[src/rtl/gpu_pkg.sv]
// gpu_pkg: rectangle record layout and copy-stream state shared by the transmitter and the GPU receiver
package gpu_pkg;
    localparam int RECT_COUNT     = 64;
    localparam int WORDS_PER_RECT = 6;
    localparam int W_ACTIVE       = 0;
    localparam int W_X            = 1;
    localparam int W_Y            = 2;
    localparam int W_WIDTH        = 3;
    localparam int W_HEIGHT       = 4;
    localparam int W_COLOR        = 5;
    localparam int N_WORDS        = RECT_COUNT * WORDS_PER_RECT;
    typedef enum logic [1:0] {IDLE, REQ, STREAM, DRAIN} state_t;
endpackage

[src/rtl/rect_stream_tx.sv]
// rect_stream_tx: per-frame gapless stream of rectangle records from data memory into the GPU
module rect_stream_tx #(
    parameter int                      RECT_COUNT     = gpu_pkg::RECT_COUNT,
    parameter int                      WORDS_PER_RECT = gpu_pkg::WORDS_PER_RECT,
    parameter int                      ADDR_WIDTH     = 13,
    parameter logic [ADDR_WIDTH-1:0]   BASE_ADDR      = 13'h1000,
    parameter int                      CNT_WIDTH      = 9
) (
    input  logic                  pixel_clk,
    input  logic                  reset,
    input  logic                  frame_start,
    output logic                  mem_req,
    input  logic                  mem_gnt,
    output logic                  mem_rd_en,
    output logic [ADDR_WIDTH-1:0] mem_rd_addr,
    input  logic [15:0]           mem_rd_data,
    output logic                  gpu_idle,
    output logic                  gpu_we,
    output logic [15:0]           gpu_data,
    output logic                  busy,
    output logic                  done,
    output logic                  err_gnt_lost,
    output logic                  err_overrun
);
    import gpu_pkg::*;

    localparam int                   N    = RECT_COUNT * WORDS_PER_RECT;
    localparam logic [CNT_WIDTH-1:0] LAST = CNT_WIDTH'(N - 1);

    state_t               state_q, state_d;
    logic [CNT_WIDTH-1:0] cnt_q, cnt_d;
    logic                 rd_q;
    logic [15:0]          gpu_data_q;
    logic                 gpu_idle_q, gpu_we_q, done_q, err_gnt_lost_q, err_overrun_q;
    logic                 accept;

    // a frame_start landing on the done cycle is dropped even though the FSM is already back in IDLE
    assign accept      = state_q == IDLE && frame_start && !done_q;
    assign mem_req     = state_q == REQ || state_q == STREAM;
    assign mem_rd_en   = (state_q == REQ && mem_gnt) || state_q == STREAM;
    assign mem_rd_addr = BASE_ADDR + ADDR_WIDTH'(cnt_q);
    assign busy        = state_q != IDLE;
    assign gpu_idle    = gpu_idle_q;
    assign gpu_we      = gpu_we_q;
    assign gpu_data    = gpu_data_q;
    assign done        = done_q;
    assign err_gnt_lost = err_gnt_lost_q;
    assign err_overrun  = err_overrun_q;

    // next state and word counter; word 0 is read in the grant cycle while still in REQ
    always_comb begin
        state_d = state_q;
        cnt_d   = cnt_q;
        case (state_q)
            IDLE:   state_d = accept ? REQ : IDLE;
            REQ: begin
                state_d = mem_gnt ? STREAM : REQ;
                cnt_d   = mem_gnt ? cnt_q + 1'b1 : cnt_q;
            end
            STREAM: begin
                state_d = cnt_q == LAST ? DRAIN : STREAM;
                cnt_d   = cnt_q == LAST ? '0 : cnt_q + 1'b1;
            end
            DRAIN:  state_d = rd_q ? DRAIN : IDLE;
            default: state_d = IDLE;
        endcase
    end

    // state, read-data pipeline, GPU strobes and sticky error flags
    always_ff @(posedge pixel_clk) begin
        if (reset) begin
            state_q        <= IDLE;
            cnt_q          <= '0;
            rd_q           <= 1'b0;
            gpu_data_q     <= '0;
            gpu_idle_q     <= 1'b0;
            gpu_we_q       <= 1'b0;
            done_q         <= 1'b0;
            err_gnt_lost_q <= 1'b0;
            err_overrun_q  <= 1'b0;
        end else begin
            state_q        <= state_d;
            cnt_q          <= cnt_d;
            rd_q           <= mem_rd_en;
            gpu_data_q     <= rd_q ? mem_rd_data : 16'h0;
            gpu_idle_q     <= accept;
            gpu_we_q       <= state_q == REQ && mem_gnt;
            done_q         <= state_q == DRAIN && !rd_q;
            err_gnt_lost_q <= err_gnt_lost_q | (state_q == STREAM && !mem_gnt);
            err_overrun_q  <= err_overrun_q | (frame_start && state_q != IDLE);
        end
    end
endmodule

[config.mk]
export PLATFORM = sky130hd
export DESIGN_NAME = rect_stream_tx
export DESIGN_NICKNAME = d
export VERILOG_FILES = /design/src/rtl/gpu_pkg.sv /design/src/rtl/rect_stream_tx.sv
export SDC_FILE = /design/constraint.sdc
export NUM_CORES = 1
export LEC_CHECK = 0
export BUFFER_PORTS_ARGS = -buffer_cell sky130_fd_sc_hd__buf_2
export CAP_MARGIN = 40
export CORE_UTILIZATION = 30
export DETAILED_ROUTE_END_ITERATION = 16
export PLACE_DENSITY = 0.59
export SLEW_MARGIN = 0
export SYNTH_ARGS = -nofsm -noshare
export SYNTH_HDL_FRONTEND = slang
export SYNTH_SLANG_ARGS = --single-unit
[constraint.sdc]
create_clock -name pixel_clk -period 1.4 [get_ports pixel_clk]
set_input_delay 0.07 -clock pixel_clk [delete_from_list [all_inputs] [get_ports pixel_clk]]
set_output_delay 0.07 -clock pixel_clk [all_outputs]
set_load 0.1 [all_outputs]
# Word level (Yosys, flattened, before mapping)
# Index checks and enable logic that the tools add are counted.
[op_classes] reduce_logical=16 mux=8 add_sub_neg=2 n_eq_ne=5 n_bitwise=3
[op_table] operator="9-bit two-way mux" count=2
[op_table] operator="9-bit one-hot mux with 2 select lines" count=1
[op_table] operator="13-bit by 9-bit adder with 13-bit output (first input constant)" count=1
[op_table] operator="9-bit by 1-bit adder with 9-bit output (second input constant)" count=1
[op_table] operator="9-bit == test (second input constant)" count=1
[op_table] operator="2-bit one-hot mux with 4 select lines" count=1
[op_table] operator="1-bit logical AND" count=6
[op_table] operator="2-bit == test (second input constant)" count=2
[op_table] operator="2-bit two-way mux" count=2
[op_table] operator="2-bit nonzero test" count=2
[op_table] operator="1-bit zero test" count=3
[op_table] operator="2-bit by 1-bit == test with 1-bit output (second input constant)" count=1
[op_table] operator="2-bit zero test" count=1
[op_table] operator="1-bit logical OR" count=2
[op_table] operator="1-bit two-way mux" count=2
[op_table] operator="2-bit inequality test (second input constant)" count=1
[op_table] operator="1-bit OR" count=2
[op_table] operator="2-bit AND reduction" count=1
[op_table] operator="2-bit OR reduction" count=1
[op_table] operator="1-bit NOT" count=1
[word_totals] word_cells=43 regBits=33 out_inout_bits=37

# Longest topological paths before layout
[logic_depth] word_depth=5 mapped_depth=6 ltp_nobuf=6

# Worst setup path after synthesis
# No wires, ideal clock.
[synth_path] kind="flip-flop to flip-flop" from="register cnt_q[0]" to="register cnt_q[0]" synth_period_minus_slack_ns=2.333 setup_ns=0.120 path_slack_ns=-0.933 arrival_time_ns=2.213 t_required_ns=1.280 path_stages_with_launch=6 path_buffers=0 path_cell_list="dfxtp_1 ha_1 nand2_1 or4_4 o21bai_4 nor2_1"
[synth_via] elab_chain_cells=3 elab_cells_between_ends=5
[synth_lines] element="start, declared" line="rect_stream_tx.sv:31" rtl="logic [CNT_WIDTH-1:0] cnt_q, cnt_d;"
[synth_lines] element="start signal, assigned" line="rect_stream_tx.sv:83" rtl="cnt_q <= cnt_d;"
[synth_lines] element="9-bit by 1-bit adder with 9-bit output or 9-bit == test (tied branches)" line="rect_stream_tx.sv:58, rect_stream_tx.sv:62"
[synth_lines] element="9-bit two-way mux (on tied branches)" line="rect_stream_tx.sv:62, rect_stream_tx.sv:58"
[synth_lines] element="9-bit one-hot mux with 2 select lines *" line="rect_stream_tx.sv:54" rtl="case (state_q)"
# Every way passes the cells marked *; elsewhere a longest branch is shown, timed or not. The select of a mux whose other input is x is not followed.
# A chain may end at the register's enable or synchronous reset.

# Worst setup path in the final report
[layout_path] from="register state_q[0]" to="output port mem_req"
[layout_via] elab_chain_cells=2 elab_cells_between_ends=3
[layout_lines] element="start, declared" line="rect_stream_tx.sv:30" rtl="state_t state_q, state_d;"
[layout_lines] element="start signal, assigned" line="rect_stream_tx.sv:82" rtl="state_q <= state_d;"
[layout_lines] element="2-bit by 1-bit == test with 1-bit output or 2-bit == test (tied branches)" line="rect_stream_tx.sv:39" rtl="assign mem_req = state_q == REQ || state_q == STREAM;"
[layout_lines] element="1-bit logical OR *" line="rect_stream_tx.sv:39"
[layout_lines] element="end, declared" line="rect_stream_tx.sv:12" rtl="output logic mem_req,"
# Every way passes the cells marked *; elsewhere a longest branch is shown, timed or not.

==> flow_summary.toml <==
[global_routing]
antenna_found_initial = 0
grt_first_pass_wirelength_um = 4850
overflow = 0
grt_max_degree = 17
grt_pass1_vias = 1111
grt_usage_pct = 15.5

[power]
switching_share_pct = 33.6
comb_power_share_pct = 34.8
power_leakage_nw = 0.982
pwr-share-clk_pct = 31.3
p_int_w = 0.00194
p_per_area_mw_per_mm2 = 1340
p_sw_w = 0.000984
pwr-share-seq_pct = 33.9
peakVddDrop_v = 0.000803

[status]
violations = "negative setup slack"
outcome = "finished, violations left"

[synth]
synth_top_area_share_pct = 53.9
synth_top_cell_by_area = "dfxtp_1"
synth_cell_types = 24
synth.area.top_cells = "dfxtp_1 54%, and2_1 8.2%, ha_1 6.1%"
synthCells = 123
synth_area_mm2 = 0.00123
yosysWarningCount = 0
seq_area_frac_synth_pct = 53.9
synth.ff_latch_count = 33
syn_area_per_cell_um2 = 9.97

[layout]
n_antenna_cell = 0
final_core_util_pct = 57.5
nNetsFinal = 242
fillers = 357
final_cell_mix = "49 x buf_2, 22 x dfxtp_1, 16 x and2_1, 16 x dlygate4sd3_1, 16 x buf_4"
drive_above_1_share_pct = 54.8
final_common_cell = "buf_2"
area_growth_pct = 78.1

[job]
maxCapViolations = 0

[routing]
vias = 1118
drc = 0
wl_per_cell_um = 11.3
via_per_inst = 4.22
ant_nets = 0
routed_wl_um = 3010
first_pass_iters = 2
drtIter0Drc = 16

[worst_setup_path]
cpMostUsedCell = "buf_6"
critPathBufInv = 5
path_class = "reg2out"
crit_path_top_delay_cell = "dfxtp_2"
cp_cell_sequence = "inv_2 -> buf_4 -> buf_6 -> buf_6 -> ha_4 -> buf_12"
path_delay_family = "buffers and inverters"
critical_path.max_fanout = 2
required_ps = 1330
start_kind = "flop"
end_kind = "output pin"
slowest_delay_ps = 350
critPathArrivalTime_ps = 1460

[min_path]
min_path_type = "in2reg"

[cts]
numCtsBuffers = 5
clkTransAtPathRegs_ps = 60
clk_path_buf_depth = 2
htreeDepth = 2
cts_sinks = 33
root_buffer = "clkbuf_8"
cts_tree = "yes"
clk_latency_ps = 280

[sta]
fin_crit_ps = 1530
fin_skew_ps = 2.27
finalHoldViolCount = 0
setup_viol = 12
rsz0062_at_grt = "true"
timing.final.ws_setup_ps = -125
fin_crit_sh_pct = 109
max_freq_ghz = 0.656
maxSlewViolCount = 0

[floorplan]
die_h_um = 65.9
rows = 22
boundaryPins = 57
start_util_pct = 32.3
dieWidth_um = 65.9
dieArea_mm2 = 0.00435
core_mm2 = 0.00380

[place]
place_congestion = 0.778
preCtsSetupSlack_ps = -187
dpl.hpwl_um = 2010
io_buffers = 52
[state kept, by name (all words and copies together) (netlist names)]
signal        cells
cnt_q             9
done              1
err_overrun       1
rd_q              1
err_gnt_lost      1
state_q           2
gpu_data         16
gpu_we            1
gpu_idle          1
[what timing repair did]
| item | in CTS | in global routing |
|---|---|---|
| hold buffers | 16 | 0 |
| endpoints found under the hold margin | 16 | 0 |
| buffers inserted | 5 | 4 |
| gates resized for setup | 19 | 8 |
| endpoints found under the setup margin | 10 | 19 |
| pin swaps | 8 | 6 |
[final timing paths]
check,endpoint,cells after the start,startpoint,slack [ps]
hold / removal,err_overrun,3,frame_start,40
setup reg to reg,cnt_q[5],7,state_q[0],-90
setup / recovery,mem_req,6,state_q[0],-130
hold reg to reg,gpu_idle,1,done,450
[worst register-to-register path, stage by stage, from the launching register on]
cell and delay (ps):
dfxtp_2 330, buf_6 120, ha_4 150, buf_6 120, mux2i_4 210, nor3_1 240
xnor2_1 140, nor2_1 60
[kinds of logic after synthesis]
family          synth area share, %
mux                            2.04
buf+inv                        4.90
simple gates                   22.0
other cells                   0.612
compound gates                 4.69
xor+xnor                       5.71
flops                          53.9
fa+ha+maj                      6.12
[area by class of cell]
class | instances | area (um2) | area share [%]
Multi-Input combinational cell | 80 | 627 | 28.7
Timing Repair Buffer | 90 | 653 | 29.9
Clock inverter | 2 | 36.3 | 1.66
Sequential cell | 33 | 694 | 31.8
Clock buffer | 6 | 82.6 | 3.78
Tap cell | 48 | 60.1 | 2.75
Inverter | 6 | 30.0 | 1.38
[cells in the mapped netlist]
cell type  number
mux2i_2         1
buf_4           4
a21boi_0        1
a21oi_1         5
dfxtp_1        33
ha_1            6
mux2_2          1
conb_1          2
nor2_1         15
or4_4           1
a31oi_1         1
nor3b_1         1
nand4_1         2
nor2b_1         1
nor3_1          4
nand2_1         9
xnor2_1         6
xor2_1          2
nand3_1         2
clkbuf_1        2
inv_1           6
and2_1         16
nor4_2          1
o21bai_4        1
[power by group through the flow]
stage / Combinational, W / Clock [W] / Sequential [W]
detailed placement: 0.000815 / 0 / 0.00101
floorplan: 0.000402 / 0 / 0.00122
CTS: 0.000961 / 0.000950 / 0.000993
global route: 0.00107 / 0.000996 / 0.000995
global placement: 0.000802 / 0 / 0.00101
finish: 0.00102 / 0.000916 / 0.000993
[metal layers]
metal	part of all wire, %	GRT usage, %	vias up
met5	0	0	-
li1	-	-	568
met3	5.3	5.17	7
met4	2.3	9.04	0
met2	53	27.9	35
met1	39	15.2	508
[through the flow]
stage	cells	instance area (um2)	hold WS, ps	setup TNS, ps	power (W)
finish	265	2180	38.5	-973	0.00293
global route	265	2180	50.0	-2100	0.00306
CTS	261	2130	32.1	-857	0.00290
detailed placement	232	1730	274	-1430	0.00183
global placement	232	1730	270	-912	0.00181
floorplan	125	1320	192	-2020	0.00162
No activity file was read; power rests on OpenSTA's default activity.
